File: config.mk
export PLATFORM = sky130hd
export DESIGN_NAME = ram16x8
export DESIGN_NICKNAME = d
export VERILOG_FILES = /design/src/rtl/ram16x8_pkg.sv /design/src/rtl/ram16x8.sv
export SDC_FILE = /design/constraint.sdc
export NUM_CORES = 1
export LEC_CHECK = 0
export ABC_AREA = 1
export BUFFER_PORTS_ARGS = -buffer_cell sky130_fd_sc_hd__buf_4
export CORE_ASPECT_RATIO = 1.1
export CORE_UTILIZATION = 45
export CTS_CLUSTER_SIZE = 16
export DETAILED_ROUTE_END_ITERATION = 8
export SETUP_SLACK_MARGIN = 0.02
export SLEW_MARGIN = 20
export SYNTH_ARGS = -nofsm -noshare
export SYNTH_HDL_FRONTEND = slang
export SYNTH_SLANG_ARGS = --single-unit
File: constraint.sdc
create_clock -name clk -period 3.5 [get_ports clk]
set_input_delay 1.05 -clock clk [delete_from_list [all_inputs] [get_ports clk]]
set_output_delay 1.05 -clock clk [all_outputs]
set_load 0.03 [all_outputs]
File: src/rtl/ram16x8_pkg.sv
`default_nettype none
`timescale 1ns/1ps
// ============================================================================
//  Module      : ram16x8_pkg
//  Description : Shared geometry constants for the 16 x 8 program/run RAM.
//  Revision    : 1.0 - initial release
// ============================================================================
package ram16x8_pkg;

    // Address width: 4 bits selects one of 16 words.
    localparam int ADDR_W = 4;

    // Word width in bits.
    localparam int DATA_W = 8;

    // Number of words. Equals 2**ADDR_W, so every address is valid
    // and no range check is needed on the index.
    localparam int DEPTH  = 16;

endpackage : ram16x8_pkg
`default_nettype wire

File: src/rtl/ram16x8.sv
`default_nettype none
`timescale 1ns/1ps
// ============================================================================
//  Module      : ram16x8
//  Description : 16-word x 8-bit register-file RAM with programming and run
//                modes. Writes happen on the rising clock edge. Reads are
//                combinational. The output is forced to zero when the chip is
//                not enabled, so several of these can be OR-combined onto a
//                shared bus.
//  Revision    : 1.0 - initial release
// ============================================================================
module ram16x8
    import ram16x8_pkg::*;
(
    output logic [DATA_W-1:0] out,
    input  logic              clk,
    input  logic              clr,
    input  logic              write,
    input  logic              prog,
    input  logic              ce,
    input  logic [ADDR_W-1:0] a,
    input  logic [DATA_W-1:0] d
);

    // Storage array: one register per word.
    logic [DATA_W-1:0] r_mem [DEPTH];

    // Qualified write strobe.
    logic w_we;

    // Write enable: programming mode ignores ce, run mode requires ce.
    // A change on prog simply alters this qualifier, so the new mode takes
    // effect on the next edge without any transition state.
    always_comb begin
        w_we = write & (prog | ce);
    end

    // Clear has priority over a write. The address and data are only used
    // when a write is enabled, so junk values on them cannot disturb memory.
    always_ff @(posedge clk) begin
        if (clr) begin
            for (int i = 0; i < DEPTH; i++) begin
                r_mem[i] <= '0;
            end
        end else if (w_we) begin
            r_mem[a] <= d;
        end
    end

    // Asynchronous read with zero-forcing when the chip is deselected. There
    // is no write bypass: during a write the old word is visible until the
    // edge.
    always_comb begin
        out = '0;
        if (ce) begin
            out = r_mem[a];
        end
    end

endmodule : ram16x8
`default_nettype wire

==> results.md, run 1 <==
- Yosys top cell by area: edfxtp_1
- CTS clk-pin slew, worst paths: around 0.060 ns
- Post-DP HPWL: 9689 µm
- CP max stage delay: 0.24 ns
- Row Count: 43
- Area grow syn2layout: 17.32%
- Drt wl/cell: 17.03 µm
- Worst vdd ir: 254.8 µV
- Post-Route WL: between 15000 and 20000 µm
- CTS buffer count: 17
- Fill cell count: 1136
- Setup Viol. Count Final: 0
- CTS Sinks: around 130
- Slew at the pin closest to its max-slew limit: 0.8628 ns
- Antenna diode count: 0
- Hold crit path type: in2reg
- Number of global-route vias before repair: ~4500
- Root Driver: clkbuf_16
- Max reg flops: 128
- Synth Warn #: 0
- CTS-repair resized insts: 0
- Yosys top cell area share: 63.79%
- Combinational Power Share: 8.3%
- Switching Fraction: 22.77%
- Int Power: between 3 and 4 mW
- Crit path required time: 2.45 ns
- Unique masters post-synth: 10
- Global-route wire length before repair: ~24000 µm
- Arrival time worst endpoint: ~2.3 ns
- Max Fclk: 296.7 MHz
- Placer Congestion: 0.8341
- Lkg Pwr: 3.182 nW
- DRC Markers: 3
- Post-CTS Repair Setup Buffers: 0
- Synth Cell Area: 6026 µm²
- Area contributors post-synth: edfxtp_1 64%, nand2_1 23%, nor2_1 9.2%
- Die H: 123.4 µm
- Fin nets: between 700 and 800
- Crit-path slowest cell: buf_12
- IO Pins: 25
- CTS Hold Bufs: 0
- Hold Path Cell Cnt: 3
- Initial DRC Count: 542
- Layout Utilization: 54.98%
- Largest net degree at the start of global routing: 55
- RSZ-0062 raised after global routing: false
- Crit path cell chain: buf_4 > buf_12 > nand2_1 > nand2_1 > nand2_1 > nand2_1 > nand2_1 > nand2_1 > nor2_1 > nor2_1 > buf_4
- Seq pwr share: 44.4%
- Net Switching: 0.9209 mW
- Status: finished with violations
- Clock H-tree levels: 4
- Max Cap Viol: 0
- Maximum fanout along the worst path: 54
- Post-Synthesis Cells: 698
- CP top delay family: simple AND/OR/NAND/NOR gates
- Largest registers: r_mem (128)
- CTS tree: done
- Startpoint types: input port
- Minimum clock period: approximately 3.4 ns
- Rel. slew slack: 42.42%
- Hold Violations, Final: 0
- Sequential element share of the synthesized area: 63.79%
- DR pass1 iterations: 7
- Clock share of power: 47.3%
- Kind of critical path: in2out
- Vias after detailed routing: 4646
- Crit end category: output pin
- Total negative slack: 0 ns
- Yosys reg bits: 128
- Post-DRT Antenna Nets: 0
- Die area: 13860 µm²
- Initial Util: 46.86%
- Pre-CTS WS: 0.1475 ns
- Die width: 112.3 µm
- Crit-path most repeated cell: nand2_1
- Remaining Overflow, GRT: 0
- CP Depth: 11
- Worst Path Buf+Inv: 3
- PwrDens: 572.1 nW/µm²
- Clock Path Buffers: 2
- CORE AREA: ~13000 µm²
- Port Buffers: 24
- Failing checks: design-rule violations
- Initial antenna violation count: 0
- Final Worst Setup Slack: 0.1301 ns
- Slew Limit Fails: 0
- Share of cells above drive strength 1: 10.72%
- Via-to-Cell Ratio: 5.197
- Synthesized net count: 715
- Final Power: 4.044 mW
- Largest register by flop count: r_mem
- Tcrit/Tclk final: 96.28%
- Global-route usage over all layers: 23.64%
- Mapped Avg Cell Area: 8.633 µm²
## synthesized netlist by cell type
library cell,number
buf_2,11
o211ai_1,1
buf_1,5
edfxtp_1,128
nor3_2,4
inv_2,3
inv_1,12
nand2_1,369
nor2_1,147
clkbuf_1,18
## final cells by class
type	count	area, µm²	share of cell area, %
clock buffer	17	425.4	6.018
clock inverter	15	217.7	3.080
inverter	15	56.30	0.7965
multi-input combinational	521	1984	28.07
sequential	128	3844	54.37
tap	157	196.4	2.779
timing repair buffer	41	345.3	4.885
## per-stage QoR
stage | instances | cell area, µm² | hold slack, ns
detailed placement | 862 | 6426 | 1.758
CTS | 894 | 7069 | 1.335
finish | 894 | 7069 | 1.338
global route | 894 | 7069 | 1.343
floorplan | 698 | 6026 | 1.326
global placement | 862 | 6426 | 1.750
## cells in the final DEF (no fill, tap or decap), drive strengths merged
cell / n
nor3: 4
nand2: 369
o211ai: 1
buf: 41
clkinv: 4
inv: 15
nor2: 147
clkbuf: 17
edfxtp: 128
clkinvlp: 6
bufinv: 5
## worst paths after layout
path,from,endpoint,slack (ns)
hold / removal,d[3],r_mem[9][3]$_SDFFCE_PN0P_,1.34
setup / recovery,a[0],out[1],0.13
## power groups by stage
stage	Clock, mW	Sequential (mW)	Combinational [mW]
2_1_floorplan	0	1.82	0.213
3_3_place_gp	0	1.83	0.329
3_5_place_dp	0	1.83	0.332
4_1_cts	1.92	1.80	0.335
5_1_grt	1.98	1.80	0.372
6_report	1.91	1.80	0.335
## cell families after synthesis
family	Yosys count	synth area share, %
AO/OA/AOI/OAI	1	0.1246
AND/OR/NAND/NOR	520	32.81
buffers and inverters	49	3.281
flip-flops	128	63.79
## metal layers
metal	routed length [µm]	GRT usage, %
met5	0	0
met1	6700	31.16
met3	1061	4.363
met2	7232	39.17
met4	235	9.083
Note: power is estimated with default switching activity, not from simulation.
==> run 2: changes to the inputs <==
- ABC_AREA: 1 -> unset
- GPL_ROUTABILITY_DRIVEN: unset -> 0
- clock period: 3.5 -> 2.9 ns (I/O delays scaled with it)
==> results.md, run 2 <==
- Status: finished with violations
- Failing checks: negative setup slack
- Area contributors post-synth: edfxtp_1 63%, and2_1 13%, mux4_2 6.2%
- Yosys top cell by area: edfxtp_1
- Post-synth EDFFs: 128 (unchanged)
- Switching Fraction: 21.27% (-1.5 points)
- Post-DRT Antenna Nets: 0 (unchanged)
- Unique masters post-synth: 30 (+20)
- Port Buffers: 24 (unchanged)
- Root Driver: clkbuf_16
- Synth async-reset ratio: 0% (unchanged)
- Row Count: 44 (+2.3%)
- Tcrit/Tclk final: 101.5%
- Mapped Avg Cell Area: 14.66 µm² (+70%)
- Synth Cell Area: 6126 µm² (+1.7%)
- IO Pins: 25 (unchanged)
- Antenna diode count: 0 (unchanged)
- Max reg flops: 128 (unchanged)
- Synth Warn #: 0 (unchanged)
- CORE AREA: 13270 µm² (+3.2%)
- Worst Min Path Start: d[1]
- Global-route wire length before repair: 22090 µm (-6.9%)
- Crit path launch: a[1]
- Fin nets: 486 (-34%)
- Crit path required time: 2.03 ns (-0.42 ns)
- Initial antenna violation count: 0 (unchanged)
- Clock Path Buffers: 2 (unchanged)
- Hold crit path type: in2reg
- Rel. slew slack: 60.10% (+18 points)
- Commonest non-fill, non-tap cells in the layout: 129 x and2_1, 128 x edfxtp_1, 46 x buf_4
- Worst vdd ir: 327.3 µV (+28%)
- Clock H-tree levels: 4 (unchanged)
- CTS Sinks: 128 (unchanged)
- Yosys reg bits: 128 (unchanged)
- CTS clk-pin slew, worst paths: 0.05 ns (about the same)
- CTS tree: done
- Hold Violations, Final: 0 (unchanged)
- Top FF cell, synth: edfxtp_1
- Number of global-route vias before repair: 3711 (-17%)
- Remaining Overflow, GRT: 0 (unchanged)
- Commonest cells in the netlist: 130 x and2_1, 128 x edfxtp_1, 24 x nand2_1
- Yosys top cell area share: 62.75% (-1.0 points)
- Lkg Pwr: 2.685 nW (-16%)
- Pre-CTS WS: -0.3801 ns (-0.5275 ns)
- Final Worst Setup Slack: -0.04357 ns (-0.1736 ns)
- Die area: 14080 µm² (+1.6%)
- Die width: 113.2 µm (+0.81%)
- CTS buffer count: 17 (unchanged)
- RSZ-0062 raised after global routing: true
- Startpoint types: input port
- Seq pwr share: 44.7% (+0.3 points)
- Commonest non-fill, non-tap cell in the layout: and2_1
- Initial Util: 46.17% (-0.69 points)
- Via-to-Cell Ratio: 5.348 (+2.9%)
- Sequential element share of the synthesized area: 62.75% (-1.0 points)
- PwrDens: 659.1 nW/µm² (+15%)
- Slew at the pin closest to its max-slew limit: 0.5964 ns (-0.2664 ns)
- DR pass1 iterations: 4 (-3)
- Initial DRC Count: 329 (-39%)
- Vias after detailed routing: 3562 (-23%)
- Int Power: 3.829 mW (+23%)
- Max Fclk: 339.7 MHz
- Fill cell count: 1107 (-2.6%)
- Combinational Power Share: 8.4% (about the same)
- Post-Route WL: 14510 µm (-4.7%)
- Minimum clock period: 2.944 ns
- Area grow syn2layout: 20.47%
- Setup Viol. Count Final: 6 (+6)
- Share of cells above drive strength 1: 29.46% (+19 points)
- DRC Markers: 0 (-3)
- Arrival time worst endpoint: 2.07 ns (-0.25 ns)
- Maximum fanout along the worst path: 7 (-87%)
- Clock share of power: 47.0% (-0.3 points)
- Drt wl/cell: 21.79 µm (+28%)
- Crit end category: output pin
- Post-Synthesis Cells: 418 (-40%)
- Hold slack: 0.9017 ns (-0.4364 ns)
- Largest registers: r_mem (128)
- Cell with the most instances after synthesis: and2_1
- Largest net degree at the start of global routing: 18 (-67%)
- Reg area: 3844 µm² (unchanged)
- Net Switching: 1.035 mW (+12%)
- Die H: 124.4 µm (+0.81%)
- Kind of critical path: in2out
- Largest register by flop count: r_mem
- Post-DP HPWL: 9758 µm (+0.72%)
- Max Cap Viol: 0 (unchanged)
- Synthesized net count: 435 (-39%)
- Global-route usage over all layers: 22.47% (-1.2 points)
- Slew Limit Fails: 0 (unchanged)
- Footprint of the multi-input gates: 2131 µm² (+7.4%)
[run 2: cells by family (layout without fill, tap and decap cells)]
logic type	after synthesis	count (layout)	synth area share (%)
multiplexers	41	41	11.76
buffers and inverters	25	89	2.839
AO/OA/AOI/OAI	18	18	2.226
AND/OR/NAND/NOR	206	206	20.42
flip-flops	128	128	62.75
[run 2: per-layer routing]
layer | up-vias | track usage, % | share of wire [%]
met2 | 93 | 35.76 | 49
met5 | - | 0 | 0
met4 | 0 | 9.211 | 2.1
met3 | 23 | 5.839 | 5.5
met1 | 1812 | 29.25 | 44
li1 | 1634 | - | -
[run 2: per-stage QoR]
step	power (mW)	util, %	area, µm²	setup TNS [ns]	instances
detailed placement	2.588	49.78	6605	-2.501	630
floorplan	2.431	-	6141	-0.1814	418
CTS	4.875	55.38	7347	-0.05749	666
global route	4.995	55.62	7380	-0.3287	666
finish	4.864	55.62	7380	-0.1008	666
global placement	2.580	49.78	6605	-2.398	630
[run 2: path summary, 6_finish.rpt]
kind	to	slack (ns)	cells after the start
worst max-delay path	out[3]	-0.04	6
worst min-delay path	r_mem[13][1]$_SDFFCE_PN0P_	0.90	2
[run 2: power by group through the flow]
stage / Sequential (mW) / Clock, mW / Combinational (mW)
5_1_grt: 2.18 / 2.38 / 0.433
3_5_place_dp: 2.21 / 0 / 0.380
6_report: 2.17 / 2.28 / 0.408
3_3_place_gp: 2.20 / 0 / 0.376
4_1_cts: 2.17 / 2.30 / 0.405
2_1_floorplan: 2.19 / 0 / 0.242
[run 2: worst max-delay path, stage by stage]
cell and delay [ns]:
buf_16 0.11, buf_12 0.13, mux4_2 0.54, nand2_1 0.09, o211ai_1 0.12, buf_4 0.20
[run 2: what timing repair did]
item,in CTS,in global routing
endpoints found under the setup margin,8,8
hold buffers,0,0
cloned,2,0
resized for setup,21,9
buffers inserted,2,0
pin swaps,12,7
[run 2: cell type report]
cell class,count,area share [%]
Multi-Input combinational cell,265,28.87
Tap cell,184,3.120
Clock inverter,12,2.577
Clock buffer,20,5.917
Sequential cell,128,52.09
Timing Repair Buffer,57,7.426
==> run 3: changes to the inputs <==
- MAX_ROUTING_LAYER: unset -> met4
==> results.md, run 3 (synthesis gave the netlist of run 2 again) <==
- Status: finished with violations
- Failing checks: negative setup slack
- Hold Violations, Final: 0 (unchanged)
- IO Pins: 25 (unchanged)
- Number of global-route vias before repair: 3710 (-0.027%)
- Lkg Pwr: 2.685 nW (unchanged)
- Minimum clock period: 2.953 ns (+0.009909 ns)
- Port Buffers: 24 (unchanged)
- Largest register by flop count: r_mem
- Die H: 124.4 µm (unchanged)
- DRC Markers: 0 (unchanged)
- Maximum fanout along the worst path: 7 (unchanged)
- Crit path required time: 2.03 ns (about the same)
- Final Power: 4.864 mW (about the same)
- CTS clk-pin slew, worst paths: 0.06 ns (about the same)
- Clock Path Buffers: 2 (unchanged)
- Rel. slew slack: 60.09% (about the same)
- Tcrit/Tclk final: 101.8% (+0.34 points)
- Global-route wire length before repair: 22090 µm (unchanged)
- Row Count: 44 (unchanged)
- Initial Util: 46.17% (unchanged)
- Max Cap Viol: 0 (unchanged)
- Arrival time worst endpoint: 2.08 ns (about the same)
- Post-Route WL: 14520 µm (about the same)
- Die area: 14080 µm² (unchanged)
- Initial DRC Count: 371 (+13%)
- CP Capture Point: out[3]
- Max Fclk: 338.6 MHz (-0.34%)
- CTS tree: done
- Fill cell count: 1107 (unchanged)
- CORE AREA: 13270 µm² (unchanged)
- Largest registers: r_mem (128)
- Layout Utilization: 55.62% (unchanged)
- Commonest non-fill, non-tap cells in the layout: 129 x and2_1, 128 x edfxtp_1, 46 x buf_4
- Slew Limit Fails: 0 (unchanged)
- Antenna diode count: 0 (unchanged)
- Remaining Overflow, GRT: 0 (unchanged)
- Hold slack: 0.9058 ns (+0.004069 ns)
- RSZ-0062 raised after global routing: true
- PwrDens: 659.1 nW/µm² (about the same)
- Via-to-Cell Ratio: 5.326 (-0.42%)
- Root Driver: clkbuf_16
- Share of cells above drive strength 1: 29.46% (unchanged)
- CTS Sinks: 128 (unchanged)
- Global-route usage over all layers: 23.18% (+0.71 points)
- Kind of critical path: in2out
- Initial antenna violation count: 0 (unchanged)
- Post-DRT Antenna Nets: 0 (unchanged)
- Highest Signal Layer: met4
- Commonest non-fill, non-tap cell in the layout: and2_1
- Clock H-tree levels: 4 (unchanged)
- CTS buffer count: 17 (unchanged)
- Setup Viol. Count Final: 5 (-1)
- Crit path launch: a[1]
- Vias after detailed routing: 3547 (-0.42%)
- Layout Cells excl Fill: 666 (unchanged)
- Largest net degree at the start of global routing: 18 (unchanged)
- CTS Hold Bufs: 0 (unchanged)
- Slew at the pin closest to its max-slew limit: 0.5965 ns (+0.0001361 ns)
- Total negative slack: -0.1017 ns (-0.0009310 ns)
- Crit end category: output pin
- Fin nets: 486 (unchanged)
- DR pass1 iterations: 4 (unchanged)
- Drt wl/cell: 21.79 µm (about the same)
- Met1 wire length: 6328 µm (about the same)
- Final Worst Setup Slack: -0.05348 ns (-0.009909 ns)
- Hold crit path type: in2reg
- Post-DP HPWL: 9758 µm (unchanged)
- Die width: 113.2 µm (unchanged)
- Metal3 WL: 754 µm (-5.9%)
- Startpoint types: input port
- Wire length on met2: 7111 µm (+0.51%)
- Cell total after placement: 630 (unchanged)
- Max reg flops: 128 (unchanged)
- Area grow syn2layout: 20.47% (unchanged)
- Worst vdd ir: 327.0 µV (about the same)
## run 3: final cells by class
cell class | instances | area (µm²) | share of cell area (%)
clock inverters | 12 | 190.2 | 2.577
repair buffers | 57 | 548.0 | 7.426
well taps | 184 | 230.2 | 3.120
multi-input cells | 265 | 2131 | 28.87
flip-flops and latches | 128 | 3844 | 52.09
clock buffers | 20 | 436.7 | 5.917
## run 3: worst min path at each step
stage | startpoint | end | slack (ns) | cells after the start
3_3_place_gp | d[0] | r_mem[7][0]$_SDFFCE_PN0P_ | 1.32 | 2
6_report | d[5] | r_mem[10][5]$_SDFFCE_PN0P_ | 0.91 | 2
3_5_place_dp | d[5] | r_mem[9][5]$_SDFFCE_PN0P_ | 1.33 | 2
5_1_grt | d[5] | r_mem[5][5]$_SDFFCE_PN0P_ | 0.91 | 2
2_1_floorplan | d[7] | r_mem[0][7]$_SDFFCE_PN0P_ | 1.07 | 1
4_1_cts | d[5] | r_mem[15][5]$_SDFFCE_PN0P_ | 0.89 | 2
## run 3: critical path, cell delays in order
cell	delay [ns]
buf_16	0.11
buf_12	0.13
mux4_2	0.54
nand2_1	0.09
o211ai_1	0.13
buf_4	0.20
## run 3: stage by stage
step           setup WS (ns)  cell area [µm²]
5_1_grt             -0.06747             7380
6_report            -0.05348             7380
2_1_floorplan       -0.03730             6141
3_5_place_dp         -0.3801             6605
4_1_cts             -0.02937             7347
3_3_place_gp         -0.3605             6605
## run 3: where the power goes
group | switching (mW) | internal, mW
clock | 0.768 | 1.52
combinational | 0.233 | 0.176
sequential | 0.0335 | 2.14
total | 1.03 | 3.83
## run 3: metal layers
metal | vias to the layer above | GRT usage [%]
met5 | - | -
met4 | 0 | 9.211
met3 | 21 | 5.839
met2 | 97 | 35.76
met1 | 1791 | 29.39
li1 | 1638 | -
## run 3: repair_timing
action                     in CTS  in global routing
setup buffers                   2                  0
pin swaps                      12                  7
resized for setup              21                  9
cloned                          2                  0
setup endpoints to repair       8                  8
